`src/rtl/cpu_seq_ctrl.sv`:
```
// Multi-cycle sequencer for the 16-bit processor: owns PC and IR, fetches over
// a req/ack handshake and steps the datapath through FETCH/DECODE/EXEC/MEM/WB.
module cpu_seq_ctrl (
    input  logic        clk,
    input  logic        rstn,
    input  logic        start,
    output logic        imem_req,
    output logic [7:0]  imem_addr,
    input  logic        imem_ack,
    input  logic [15:0] imem_rdata,
    output logic        dmem_req,
    output logic        dmem_we,
    input  logic        dmem_ack,
    input  logic        alu_zero,
    output logic [3:0]  OPCODE,
    output logic [2:0]  Wreg_Sig,
    output logic [2:0]  Rreg_Sig1,
    output logic [2:0]  Rreg_Sig2,
    output logic [5:0]  Immediate_Addr,
    output logic        Source2_select,
    output logic        ALU_out_Select,
    output logic        RegWrite_Flag,
    output logic        halted,
    output logic [15:0] retired
);

    typedef enum logic [2:0] {
        S_IDLE, S_FETCH, S_DECODE, S_EXEC, S_MEM, S_WB, S_HALT
    } state_t;

    localparam logic [3:0] OP_ADDI = 4'h4;
    localparam logic [3:0] OP_LD   = 4'h5;
    localparam logic [3:0] OP_ST   = 4'h6;
    localparam logic [3:0] OP_BEQ  = 4'h7;
    localparam logic [3:0] OP_JMP  = 4'h8;
    localparam logic [3:0] OP_HALT = 4'hF;

    state_t      state;
    logic [7:0]  pc;
    logic [15:0] ir;
    logic [3:0]  op;
    logic        is_nop;
    logic [7:0]  branch_off;

    assign op         = ir[15:12];
    assign is_nop     = (op >= 4'h9) && (op <= 4'hE);
    assign branch_off = {{2{ir[5]}}, ir[5:0]};

    assign imem_addr      = pc;
    assign OPCODE         = op;
    assign Wreg_Sig       = ir[11:9];
    assign Rreg_Sig1      = ir[8:6];
    assign Rreg_Sig2      = ir[5:3];
    assign Immediate_Addr = ir[5:0];
    assign Source2_select = (op == OP_ADDI) || (op == OP_LD) || (op == OP_ST);
    assign ALU_out_Select = (op == OP_LD);

    // Request/enable outputs are loaded together with the state they belong to,
    // so each one is a flop that follows the next-state decision.
    always_ff @(posedge clk) begin
        if (!rstn) begin
            state         <= S_IDLE;
            pc            <= 8'h00;
            ir            <= 16'h0000;
            retired       <= 16'h0000;
            imem_req      <= 1'b0;
            dmem_req      <= 1'b0;
            dmem_we       <= 1'b0;
            RegWrite_Flag <= 1'b0;
            halted        <= 1'b0;
        end else begin
            case (state)
                S_IDLE: begin
                    pc <= 8'h00;
                    if (start) begin
                        state    <= S_FETCH;
                        imem_req <= 1'b1;
                    end
                end
                S_FETCH: begin
                    if (imem_ack) begin
                        ir       <= imem_rdata;
                        pc       <= pc + 8'h01;
                        imem_req <= 1'b0;
                        state    <= S_DECODE;
                    end
                end
                S_DECODE: begin
                    if (op == OP_HALT) begin
                        state   <= S_HALT;
                        halted  <= 1'b1;
                        retired <= retired + 16'h0001;
                    end else if (is_nop) begin
                        state    <= S_FETCH;
                        imem_req <= 1'b1;
                        retired  <= retired + 16'h0001;
                    end else begin
                        state <= S_EXEC;
                    end
                end
                S_EXEC: begin
                    if (op == OP_JMP || op == OP_BEQ) begin
                        // pc already points past the branch, so the offset is relative to it
                        if (op == OP_JMP)
                            pc <= ir[7:0];
                        else if (alu_zero)
                            pc <= pc + branch_off;
                        state    <= S_FETCH;
                        imem_req <= 1'b1;
                        retired  <= retired + 16'h0001;
                    end else if (op == OP_LD || op == OP_ST) begin
                        state    <= S_MEM;
                        dmem_req <= 1'b1;
                        dmem_we  <= (op == OP_ST);
                    end else begin
                        state         <= S_WB;
                        RegWrite_Flag <= 1'b1;
                    end
                end
                S_MEM: begin
                    if (dmem_ack) begin
                        dmem_req <= 1'b0;
                        dmem_we  <= 1'b0;
                        if (op == OP_ST) begin
                            state    <= S_FETCH;
                            imem_req <= 1'b1;
                            retired  <= retired + 16'h0001;
                        end else begin
                            state         <= S_WB;
                            RegWrite_Flag <= 1'b1;
                        end
                    end
                end
                S_WB: begin
                    RegWrite_Flag <= 1'b0;
                    imem_req      <= 1'b1;
                    retired       <= retired + 16'h0001;
                    state         <= S_FETCH;
                end
                S_HALT: begin
                    state <= S_HALT;
                end
                default: begin
                    state <= S_IDLE;
                end
            endcase
        end
    end

endmodule

```
`config.mk`:
```
export PLATFORM = sky130hd
export DESIGN_NAME = cpu_seq_ctrl
export DESIGN_NICKNAME = d
export VERILOG_FILES = /design/src/rtl/cpu_seq_ctrl.sv
export SDC_FILE = /design/constraint.sdc
export NUM_CORES = 1
export LEC_CHECK = 0
export ABC_CLOCK_PERIOD_IN_PS = 5600
export CORE_MARGIN = 2
export CORE_UTILIZATION = 53
export CTS_CLUSTER_SIZE = 10
export DETAILED_ROUTE_END_ITERATION = 16
export PLACE_DENSITY = 0.91
export SLEW_MARGIN = 0
export SYNTH_ARGS = -nofsm -noshare
export SYNTH_HDL_FRONTEND = slang
export SYNTH_SLANG_ARGS = --single-unit
```
`constraint.sdc`:
```
create_clock -name clk -period 5.6 [get_ports clk]
set_input_delay 1.12 -clock clk [delete_from_list [all_inputs] [get_ports clk]]
set_output_delay 1.12 -clock clk [all_outputs]
set_load 0.005 [all_outputs]
```
# After elaboration in Yosys (flattened, before gate mapping)
# Index checks and enable logic that the tools add are counted.
[word_totals]
output_inout_bits = 50
in_bits = 22
latch_bits = 0
memories = 0
ram_bits = 0
elab_cells = 98
mem_bits_ro = 0
register_bits = 48
[op_classes]
mul = 0
bitwise_logic = 0
div_mod_pow = 0
add_sub_neg = 3
eq_ne = 25
shift = 0
n_reduce_logical = 19
mux = 40
order_cmp = 2
[op_table]
columns = ["cell", "count"]
rows = [
  ["$mux W16", 5],
  ["$pmux W16 S4", 1],
  ["$mux W8", 4],
  ["$pmux W8 S3", 1],
  ["$ne A2 B2 Y1 const B", 11],
  ["$pmux W3 S7", 1],
  ["$mux W3", 6],
  ["$mux W1", 17],
  ["$add A16 B1 Y16 const B", 1],
  ["$eq A4 B3 Y1 const B", 4],
  ["$reduce_and A5 Y1", 2],
  ["$eq A3 B3 Y1 const B", 3],
  ["$add A8 B1 Y8 const B", 1],
  ["$add A8 B8 Y8", 1],
  ["$eq A4 B4 Y1 const B", 2],
  ["$reduce_and A4 Y1", 2],
  ["$reduce_and A8 Y1", 1],
  ["$eq A3 B2 Y1 const B", 2],
  ["$ne A3 B3 Y1 const B", 2],
  ["$pmux W1 S6", 1],
  ["$reduce_bool A3 Y1", 2],
  ["$reduce_bool A6 Y1", 1],
  ["$ge A4 B4 Y1 const B", 1],
  ["$le A4 B4 Y1 const B", 1],
  ["other kinds (11)", 16],
]

# Longest topological paths before layout
[depth]
depth_word = 5
mapped_depth = 8
ltp_nobuf = 7

# Worst setup path after synthesis
# No wires, ideal clock.
[synth_path]
path_kind = "input port to flip-flop"
from = "input port dmem_ack"
to = "register retired[14]"
setup_time_ps = 115
cell_stages = 6
path_buffers = 1
required_time_ps = 5485
slack_ps = 3237
t_arrival_ps = 2249
cell_sequence = "nand2b_1 a31oi_1 o2111ai_4 buf_2 o31a_1 o21a_1"
[synth_via]
elab_chain_cells = 2
[synth_rtl]
columns = ["item", "line", "text"]
rows = [
  ["from (decl)", "13", "input logic dmem_ack,"],
  ["$ne A2 B2 Y1 (no source line)", "--", ""],
  ["$reduce_and A5 Y1 (no source line)", "--", ""],
  ["to (signal assigned)", "92", "retired <= retired + 16'h0001;"],
  ["to (signal assigned)", "96", "retired <= retired + 16'h0001;"],
  ["to (signal assigned)", "110", "retired <= retired + 16'h0001;"],
  ["to (decl)", "24", "output logic [15:0] retired"],
]
# Every way passes these cells.
# A chain may end at the register's enable or synchronous reset.

# Final worst setup path
[layout_path]
from = "register ir[14]"
to = "output port ALU_out_Select"
[layout_via]
elab_chain_cells = 1
[layout_rtl]
columns = ["item", "line", "text"]
rows = [
  ["from (decl)", "40", "logic [15:0] ir;"],
  ["from (signal assigned)", "82", "ir <= imem_rdata;"],
  ["$eq A4 B3 Y1", "56", "assign ALU_out_Select = (op == OP_LD);"],
  ["to (decl)", "21", "output logic ALU_out_Select,"],
]
# Every way passes these cells.

==> out/metrics.csv <==
stage;metric;value;unit
detailed_routing;DR pass1 iterations;5;
sta;Worst Tran Pin Value;0.928;ns
setup_path;CP bufs+invs;1;
detailed_routing;DRC violations left;0;
sta;final setup skew;0.00375;ns
cells_and_area;area delta synth->final;28.6;%
setup_path;worst path cell trace;nor2b_1 > nand2_1 > nor2_1 > clkdlybuf4s50_1;
setup_path;CP Launch Type;flop;
setup_path;CP Class;flop to primary output;
clock_network;Post-CTS Setup Inserts;0;
setup_path;crit path max fanout;10;
synth;Synth Cell Area;2810;um^2
synth;synth unique cells;54;
detailed_routing;overall via count from detail_route;2949;
sta;# setup viols final;0;
global_routing;all-layer global routing usage;0.262;
floorplan;num rows;26;
synth;most frequent cell after synthesis;nand2_1;
synth;Synth warnings;0;
clock_network;# resized after CTS;0;
power_and_ir_drop;leak pwr;1.20;nW
synth;Yosys reg bits;48;
setup_path;crit end category;primary output;
clock_network;Root Driver;clkbuf_8;
detailed_routing;drt total wl;7790;um
detailed_routing;Routed WL per cell;16.2;um
setup_path;largest stage delay on the critical path;0.53;ns
floorplan;die area;5900;um^2
global_routing;grt total ovfl;0;
clock_network;CTS tree;yes;
detailed_routing;Final ANT Viol Nets;0;
detailed_routing;initial drt markers;367;
cells_and_area;final core utilization;0.707;
setup_path;WP data arrival;2.08;ns
synth;post-synthesis sequential area ratio;0.342;
clock_network;CTS Hold Bufs;0;
cells_and_area;share of layout cells above drive strength 1;0.0340;
floorplan;core area;5110;um^2
clock_network;Worst-path clk slew;0.09;ns
job;max_cap viols;0;
global_routing;antenna violations before repair;0;
sta;relative slew slack;0.380;
sta;Hold Vio Cnt, Final;0;
setup_path;cell family with most CP delay;simple AND/OR/NAND/NOR gates;
status;status;complete, no violations;
placed_design;RePlAce Congestion;0.905;
clock_network;Sink Count;48;
sta;RSZ-0062 raised after global routing;false;
sta;Final Slew Violations;0;
global_routing;first-pass GRT wire length;12800;um
sta;TNS Setup;0;ns
cells_and_area;Final Cell Area;3610;um^2
sta;Fmax;312;MHz
clock_network;CTS Buffer Depth;2;
global_routing;pin count of the biggest net entering global routing;38;
synth;Synth Net Count;391;
power_and_ir_drop;Max VDD drop;0.169;mV
placed_design;IO buf count;71;
synth;Synth area leader;dfxtp_1;
clock_network;Clock Latency Late Sink;0.30;ns
global_routing;vias in the first global route;2652;
synth;Avg Cell Area, Syn;7.82;um^2
sta;min Tclk post-route;3.20;ns
cells_and_area;number of diodes;0;
synth;Post-synth EDFFs;0;
floorplan;Die Ht;76.8;um
floorplan;IO Pins;72;
worst_hold_path;Hold Crit Class;flop to flop;
synth;Synth Instances;359;
synth;Synth area leaders;dfxtp_1, a21oi_1, nand2_1, ha_1, nand3_1;
synth;ys async rst share;0;
power_and_ir_drop;Pwr Density;265;nW/um^2
floorplan;die width;76.8;um
cells_and_area;Final #Nets;443;
clock_network;# H-tree levels;2;
clock_network;cts bufs inserted;5;
placed_design;post-DP HPWL;5370;um
setup_path;Worst EP required;4.48;ns
detailed_routing;number of vias per cell;6.12;
setup_path;slowest CP cell;dfxtp_1;
synth;share of the synthesized area in the top cell type;0.342;
synth;top cells by count, synth;nand2_1, dfxtp_1, a21oi_1;
placed_design;post-placement cell area;3490;um^2
sta;period utilization;0.572;
power_and_ir_drop;total power;956;uW
synth;top_reg_cell synth;dfxtp_1;
floorplan;Initial Utilization;0.550;
tightest hold or removal path, cell delays in order, from the launching register on:
cell and delay (ns):
dfxtp_1 0.32, nand2_1 0.05, a21oi_1 0.05
sequential cells by signal, indices dropped and copies added, names as in the netlist:
| signal | count |
|---|---|
| state | 3 |
| imem_req | 1 |
| halted | 1 |
| dmem_we | 1 |
| ir | 16 |
| retired | 16 |
| dmem_req | 1 |
| imem_addr | 8 |
| RegWrite_Flag | 1 |
worst paths after layout:
kind         startpoint              to  slack, ns  cells after the start
min reg2reg       ir[8]           ir[8]       0.47                      2
max              ir[14]  ALU_out_Select       2.40                      4
max reg2reg      ir[12]     retired[13]       2.83                      5
min               ir[8]           ir[8]       0.47                      2
cell families (layout without fill, tap and decap cells):
group | after synthesis | count (layout) | share of synthesized area
DFF | 48 | 48 | 0.342
adders and majority gates | 10 | 10 | 0.0472
xor gates and xnor gates | 9 | 9 | 0.0281
muxes | 4 | 4 | 0.0143
buffers and inverters | 33 | 86 | 0.0512
AOI/OAI and AO/OA | 107 | 107 | 0.249
and+or+nand+nor | 148 | 148 | 0.268
through the flow:
| stage | setup slack [ns] | hold slack, ns | instances |
|---|---|---|---|
| global placement | 2.46 | 0.447 | 474 |
| finish | 2.40 | 0.468 | 482 |
| CTS | 2.44 | 0.469 | 482 |
| global route | 2.33 | 0.493 | 482 |
| detailed placement | 2.39 | 0.456 | 474 |
| floorplan | 3.24 | 0.453 | 359 |
cells in the final DEF (no fill, tap or decap), types with 4 or more instances in the layout:
master            n
a21oi_1          43
a31oi_1           4
clkbuf_8          6
clkdlybuf4s50_1  71
dfxtp_1          48
ha_1              9
inv_1             6
mux2i_1           4
nand2_1          57
nand2b_1          4
nand3_1          17
nand3b_1          5
nand4_1           5
nor2_1           16
nor2b_1           4
nor3_1            6
nor3b_1           5
o211ai_1          8
o21a_1            5
o21ai_0          13
o31ai_1           9
or3_1             6
or4_1             9
xnor2_1           6
power breakdown:
part	internal, mW	switching (mW)	total (mW)
Combinational	0.126	0.136	0.263
Clock	0.146	0.121	0.267
Sequential	0.370	0.0562	0.426
metal layers:
| metal | part of all wire | up-vias | wire [um] | GRT usage |
|---|---|---|---|---|
| met2 | 0.49 | 151 | 3780 | 0.442 |
| met4 | 0.012 | 0 | 91 | 0.0655 |
| met3 | 0.072 | 13 | 561 | 0.0482 |
| met5 | 0 | - | 0 | 0 |
| met1 | 0.43 | 1371 | 3360 | 0.346 |
| li1 | - | 1414 | - | - |
cell type report:
type                    count  area (um^2)
inverters                   7         26.3
clock buffers               6         82.6
fillers                   413         1500
well taps                  70         87.6
multi-input cells         278         1700
clock inverters             2         38.8
flip-flops and latches     48          961
repair buffers             71          711
(Power assumes the default switching activity.)
